--- src/rtl/frame_mem_arbiter.sv ---
// frame_mem_arbiter
//   Shares one single-port synchronous frame memory between the VGA pixel
//   fetch path and two draw requesters (wr0: background/game, wr1: overlay).
//   VGA reads always win; writers share the leftover cycles round-robin, and
//   a writer holding wrN_lock may own a burst of up to BURST_MAX grants.
//
// Handshake: a writer raises wrN_req with addr/data/lock stable and holds
//   them until it sees wrN_gnt=1 in the same cycle. The transfer happens on
//   the clock edge that ends that cycle. At that edge the writer either
//   presents its next item or drops req. wrN_gnt is combinational.
//
// Ports:
//   clk, rst                    pixel clock, synchronous active-high reset
//   vga_req/vga_addr            one read per cycle, no backpressure
//   vga_data/vga_valid          read pixel, three cycles after vga_req
//   wrN_req/lock/addr/data      writer request, burst-lock request, payload
//   wrN_gnt                     write accepted this cycle
//   mem_en/we/addr/wdata        registered memory command
//   mem_rdata                   memory read data, one cycle after mem_en
//   err_oob                     sticky out-of-range write flag
//   state_dbg                   FSM state (0 IDLE, 1 OWN0, 2 OWN1)
module frame_mem_arbiter #(
    parameter int ADDR_W    = 20,
    parameter int DATA_W    = 12,
    parameter int MEM_DEPTH = 786432,
    parameter int BURST_MAX = 16
) (
    input  logic              clk,
    input  logic              rst,
    input  logic              vga_req,
    input  logic [ADDR_W-1:0] vga_addr,
    output logic [DATA_W-1:0] vga_data,
    output logic              vga_valid,
    input  logic              wr0_req,
    input  logic              wr0_lock,
    input  logic [ADDR_W-1:0] wr0_addr,
    input  logic [DATA_W-1:0] wr0_data,
    output logic              wr0_gnt,
    input  logic              wr1_req,
    input  logic              wr1_lock,
    input  logic [ADDR_W-1:0] wr1_addr,
    input  logic [DATA_W-1:0] wr1_data,
    output logic              wr1_gnt,
    output logic              mem_en,
    output logic              mem_we,
    output logic [ADDR_W-1:0] mem_addr,
    output logic [DATA_W-1:0] mem_wdata,
    input  logic [DATA_W-1:0] mem_rdata,
    output logic              err_oob,
    output logic [1:0]        state_dbg
);

    typedef enum logic [1:0] {IDLE = 2'd0, OWN0 = 2'd1, OWN1 = 2'd2} state_t;

    localparam int CNT_W = $clog2(BURST_MAX + 1);
    localparam logic [CNT_W-1:0] CNT_MAX = CNT_W'(BURST_MAX);
    localparam logic [ADDR_W:0]  DEPTH_L = (ADDR_W + 1)'(MEM_DEPTH);

    state_t            state;
    logic              rr_ptr;      // 0 favours wr0 when both request
    logic [CNT_W-1:0]  burst_cnt;
    logic              rd_p1, rd_p2; // read-request delay line feeding vga_valid

    logic              sel1;        // selected writer: 0 = wr0, 1 = wr1
    logic              g_req, g_lock, g_oob, gnt_any;
    logic [ADDR_W-1:0] g_addr;
    logic [DATA_W-1:0] g_data;
    logic [CNT_W-1:0]  cnt_next;

    // Owner is pinned during a burst; otherwise a lone requester wins and
    // contention is settled by the round-robin pointer.
    always_comb begin
        sel1 = 1'b0;
        case (state)
            OWN0:    sel1 = 1'b0;
            OWN1:    sel1 = 1'b1;
            default: sel1 = (wr0_req && wr1_req) ? rr_ptr : wr1_req;
        endcase
    end

    assign g_req    = sel1 ? wr1_req  : wr0_req;
    assign g_lock   = sel1 ? wr1_lock : wr0_lock;
    assign g_addr   = sel1 ? wr1_addr : wr0_addr;
    assign g_data   = sel1 ? wr1_data : wr0_data;
    assign g_oob    = {1'b0, g_addr} >= DEPTH_L;
    assign gnt_any  = g_req && !vga_req;
    assign wr0_gnt  = gnt_any && !sel1;
    assign wr1_gnt  = gnt_any && sel1;
    assign cnt_next = burst_cnt + CNT_W'(1);
    assign state_dbg = state;

    always_ff @(posedge clk) begin
        if (rst) begin
            state     <= IDLE;
            rr_ptr    <= 1'b0;
            burst_cnt <= '0;
            rd_p1     <= 1'b0;
            rd_p2     <= 1'b0;
            vga_valid <= 1'b0;
            vga_data  <= '0;
            mem_en    <= 1'b0;
            mem_we    <= 1'b0;
            mem_addr  <= '0;
            mem_wdata <= '0;
            err_oob   <= 1'b0;
        end else begin
            // Read return path: command register, memory, output register.
            rd_p1     <= vga_req;
            rd_p2     <= rd_p1;
            vga_valid <= rd_p2;
            if (rd_p2) begin
                vga_data <= mem_rdata;
            end

            // Out-of-range writes are granted so the requester moves on,
            // but never reach the memory.
            if (vga_req) begin
                mem_en   <= 1'b1;
                mem_we   <= 1'b0;
                mem_addr <= vga_addr;
            end else if (gnt_any && !g_oob) begin
                mem_en    <= 1'b1;
                mem_we    <= 1'b1;
                mem_addr  <= g_addr;
                mem_wdata <= g_data;
            end else begin
                mem_en <= 1'b0;
                mem_we <= 1'b0;
            end

            if (gnt_any && g_oob) begin
                err_oob <= 1'b1;
            end

            case (state)
                IDLE: begin
                    if (gnt_any) begin
                        rr_ptr <= !sel1;
                        if (g_lock && BURST_MAX > 1) begin
                            state     <= sel1 ? OWN1 : OWN0;
                            burst_cnt <= CNT_W'(1);
                        end
                    end
                end
                OWN0, OWN1: begin
                    // A VGA cycle stalls the burst without ending it.
                    if (!vga_req) begin
                        if (!g_req || !g_lock || cnt_next == CNT_MAX) begin
                            state     <= IDLE;
                            rr_ptr    <= !sel1;
                            burst_cnt <= '0;
                        end else begin
                            burst_cnt <= cnt_next;
                        end
                    end
                end
                default: begin
                    state     <= IDLE;
                    burst_cnt <= '0;
                end
            endcase
        end
    end

endmodule

--- config.mk ---
export PLATFORM = sky130hd
export DESIGN_NAME = frame_mem_arbiter
export DESIGN_NICKNAME = d
export VERILOG_FILES = /design/src/rtl/frame_mem_arbiter.sv
export SDC_FILE = /design/constraint.sdc
export NUM_CORES = 1
export LEC_CHECK = 0
export BUFFER_PORTS_ARGS = -buffer_cell sky130_fd_sc_hd__buf_2
export CAP_MARGIN = 20
export CORE_MARGIN = 2
export CORE_UTILIZATION = 40
export CTS_BUF_LIST = sky130_fd_sc_hd__clkbuf_16
export DETAILED_ROUTE_END_ITERATION = 8
export GPL_TIMING_DRIVEN = 0
export PLACE_DENSITY = 0.86
export SLEW_MARGIN = 20
export SYNTH_ARGS = -nofsm -noshare
export SYNTH_HDL_FRONTEND = slang
export SYNTH_SLANG_ARGS = --single-unit
--- constraint.sdc ---
create_clock -name clk -period 2.7 [get_ports clk]
set_input_delay 0.81 -clock clk [delete_from_list [all_inputs] [get_ports clk]]
set_output_delay 0.81 -clock clk [all_outputs]
set_load 0.05 [all_outputs]
==> results.md <==
- In the routed design, unresolved DRC markers number 0.
- Setup violations remaining at the end of the flow were counted as 0.
- The number of slew-limit violations in the final report is 0.
- The highest-delay cell along the critical path is sky130_fd_sc_hd__dfxtp_4.
- The final-report hold violation count came to 0.
- The count of yosys warnings during synthesis is 0.
- The clock tree root driver cell is sky130_fd_sc_hd__clkbuf_16.
- The critical path data arrival time is 1840 ps.
- The count of clock tree sinks is slightly below 60.
- The critical path starts at state_dbg[1].
- The final critical path time including I/O delays and setup is 2650 ps.
- Across the whole layout, storage elements account for approximately 0.0012 mm2.
- The min-delay analysis places its worst path in the category reg -> reg.
- The final weighted congestion in routability-driven placement is between 0.8 and 0.9.
- Sorting the synthesized cells by how often they occur yields sky130_fd_sc_hd__dfxtp_1, sky130_fd_sc_hd__nor3_1, sky130_fd_sc_hd__nor2_1, sky130_fd_sc_hd__nand2_1, sky130_fd_sc_hd__o21ai_0.
- The multi-input combinational cells in the finished layout cover a total of roughly 0.0017 mm2.
- The number of nets at the end of the flow is just over 600.
- Entering global routing, the biggest net connects 20 pins.
- The number of inserted diodes is 0.
- The count of input and output buffers is 154.
- Yosys attributes the largest share of cell area to sky130_fd_sc_hd__dfxtp_1, sky130_fd_sc_hd__nor3_1, sky130_fd_sc_hd__a32o_1.
- The flow ran to the end, and the final reports show no timing, DRC or antenna violations.
- The count of cells in the finished layout, fillers not included, comes to roughly 600.
- The signal on the critical path passes through inv_1 > ha_4 > buf_6 > and2_4 > a21o_4 > buf_12 > nor2_4 > buf_8.
- The first routing iteration left ~170 violations.
- The cts-stage hold buffer count is 0.
- For this run, the top clock speed supported by timing is roughly 0.38 GHz.
- Measured against its own limit, the worst slew margin works out to 0.417.
- No sink is reached through more buffers than the 2 on the longest clock path.
- The first global-routing pass estimated roughly 14,000 um of wire.
- The die area is between 0.008 and 0.009 mm2.
- The area share of the largest cell type after synthesis is 0.396.
- For this block, the routed nets add up to about 9400 um of wire.
- The peak per-stage delay on the critical path is around 340 ps.
- Dividing the final minimum period by the clock period gives 0.982.
- The routed wirelength normalized by instance count is 15.4 um.
- The growth of design area from synthesis to finish is 49.5%.
- The width of the die is roughly 90 um.
- The most common cell in the netlist is sky130_fd_sc_hd__dfxtp_1.
- The effective utilization at floorplan is 0.409.
- The number of global-route vias before repair was 3,116.
- The via density per instance is between 5 and 6.
- The mean instance size in the synthesized netlist is about 8.7 um2.
- The total clock buffers created by CTS is 9.
- In the global route stage, overall resource usage came out at 0.222.
- The total iterations of the first detailed-routing run is 4.
- Dividing total power by cell area gives a power density of between 600 and 700 mW/mm2.
- Detailed routing inserted a total of 3,250 vias.
- The total instance count after detailed placement is 589.
- The number of antenna violations at the first check in global routing is 0.
- At the later pin of the worst-skew pair, clock insertion delay measures around 320 ps.
- In this run the most critical hold path is launched from rd_p1.
- Of the cells placed in the final design, the portion with a size suffix greater than 1 is 0.453.
- The setup TNS is 0 ps.
- The worst setup path is captured at an output pin.
- The share of flip-flops with an asynchronous set or reset after synthesis is 0.
- The measured slew at the worst slew-check pin is 864 ps.
- The post-synth design cell area is 0.00293 mm2.
- The final worst clock skew is between 6 and 7 ps.
- VDD sags by at most between 0.2 and 0.3 mV.
- The die is roughly 90 um tall.
- The highest net fanout along the worst path is 5.
- In this run the core area contains 31 standard-cell rows.
- The cell family contributing the most delay on the critical path is buffers and inverters.
- The core box area is between 0.007 and 0.008 mm2.
- The clock tree synthesis step divided the H-tree into 3 levels.
- In this run the static leakage power is 2.00 nW.
- The number of fill cells is around 630.
- The HPWL after detailed placement is 7060 um.
- The part of the Yosys area used for sequential elements is 0.396.
- Synthesis inferred 58 register bits.
- The total overflow left after global routing is 0.
- STA classifies the critical path startpoint as a flop.
- The count of nets left with antenna violations once routing finished came out at 0.
- The critical path buffer and inverter count is 4.
- Synthesis produced 336 cells.
- The clock slew seen by the registers of the worst setup and hold paths is 60 ps.
- The startpoint identified for the worst register-to-register timing path is state_dbg[1].
- The critical path class is reg -> out.
- In this run the count of I/O pins placed on the die edge is around 160.
- The number of unique standard cell types used by synthesis is 43.
- The number of nets in the synthesized netlist is roughly 440.
- The critical path data required time is between 1500 and 2000 ps.
- The most common flop cell mapped by yosys is sky130_fd_sc_hd__dfxtp_1.
- The TritonCTS clock tree is yes.
- The cell type with the largest total area after synthesis is sky130_fd_sc_hd__dfxtp_1.
- The synthesized design contains 0 enable-type register cells.
- The count of max-cap constraint violations is 0.
[final timing paths]
| path | slack, ps | endpoint | cells past startpoint |
|---|---|---|---|
| worst max-delay path | 50 | wr0_gnt | 8 |
| worst min-delay path | 430 | rd_p2 | 1 |
| worst max register to register | 100 | mem_wdata[6] | 12 |
| worst min register to register | 430 | rd_p2 | 1 |
[registers in the layout, summed over array words and instances, names as in the netlist]
register and count:
burst_cnt 5, err_oob 1, mem_addr 20, mem_en 1
mem_wdata 12, mem_we 1, rd_p1 1, rd_p2 1
rr_ptr 1, state_dbg 2, vga_data 12, vga_valid 1
[timing repair]
item                       CTS  global route
gates cloned                 1             0
pin swaps                    2             3
setup buffers                6             4
gates resized for setup     14             6
setup endpoints to repair    2            14
[layer usage]
layer / routed length [um] / share of wire / vias to the layer above / GRT usage
li1: - / - / 1575 / -
met1: 3770 / 0.40 / 1517 / 0.237
met2: 4720 / 0.50 / 148 / 0.397
met3: 819 / 0.087 / 10 / 0.0695
met4: 135 / 0.014 / 0 / 0.107
met5: 0 / 0 / - / 0
[worst reg2reg max path, stage by stage (launching register included)]
cell and delay, ps:
sky130_fd_sc_hd__dfxtp_4 340, sky130_fd_sc_hd__inv_1 100, sky130_fd_sc_hd__ha_4 210, sky130_fd_sc_hd__buf_6 130, sky130_fd_sc_hd__and2_4 160, sky130_fd_sc_hd__a21o_4 200, sky130_fd_sc_hd__buf_4 140, sky130_fd_sc_hd__buf_4 130
sky130_fd_sc_hd__a211oi_4 390, sky130_fd_sc_hd__buf_4 250, sky130_fd_sc_hd__buf_6 160, sky130_fd_sc_hd__nor2_1 60, sky130_fd_sc_hd__a311oi_2 240
[kinds of logic (layout without fill, tap and decap cells)]
kind of cell / after synthesis / after routing / share of synthesized area
DFF: 58 / 58 / 0.396
xor gates and xnor gates: 3 / 3 / 0.00896
adders and majority gates: 5 / 5 / 0.0213
AOI/OAI and AO/OA: 81 / 81 / 0.240
buffers and inverters: 32 / 210 / 0.0495
muxes: 13 / 13 / 0.0443
and+or+nand+nor: 144 / 144 / 0.240
[report_power, final]
group	total [mW]	switching, mW	internal, mW
Combinational	0.810	0.506	0.304
Clock	1.30	0.425	0.871
Sequential	0.949	0.0295	0.919
[per-stage QoR]
stage               hold WS, ps  setup slack, ps   util  instance area, um2  total power [mW]
floorplan                   414            -93.4      -                2970              1.49
global placement            429             -418  0.539                3870              1.69
detailed placement          422             -449  0.539                3870              1.71
CTS                         436             9.11  0.603                4330              3.05
global route                470            -3.68  0.611                4390              3.17
finish                      434             48.6  0.611                4390              3.05
[cell type report]
type	instances	area share
plain buffers	25	0.0331
clock buffers	10	0.0570
clock inverters	6	0.0214
inverters	4	0.00342
multi-input cells	246	0.386
flip-flops and latches	58	0.266
well taps	99	0.0282
repair buffers	165	0.204
[cell usage in the layout (no fill, tap or decap), types with 3 or more instances in the layout]
cell type	count
sky130_fd_sc_hd__buf_2	153
sky130_fd_sc_hd__dfxtp_1	56
sky130_fd_sc_hd__nor3_1	39
sky130_fd_sc_hd__nor2_1	30
sky130_fd_sc_hd__nand2_1	30
sky130_fd_sc_hd__o21ai_0	21
sky130_fd_sc_hd__or2_2	20
sky130_fd_sc_hd__a32o_1	18
sky130_fd_sc_hd__clkbuf_1	13
sky130_fd_sc_hd__mux2i_1	12
sky130_fd_sc_hd__buf_4	11
sky130_fd_sc_hd__clkbuf_16	10
sky130_fd_sc_hd__a311oi_2	8
sky130_fd_sc_hd__buf_1	5
sky130_fd_sc_hd__nor2b_1	5
sky130_fd_sc_hd__nor3b_1	5
sky130_fd_sc_hd__a311oi_1	5
sky130_fd_sc_hd__a22o_1	4
sky130_fd_sc_hd__inv_1	3
sky130_fd_sc_hd__nand2b_1	3
sky130_fd_sc_hd__buf_6	3
sky130_fd_sc_hd__a211oi_2	3
sky130_fd_sc_hd__a31oi_1	3
sky130_fd_sc_hd__a21oi_1	3
sky130_fd_sc_hd__nand3_1	3
sky130_fd_sc_hd__ha_1	3
Note: power is estimated with default switching activity, not from simulation.
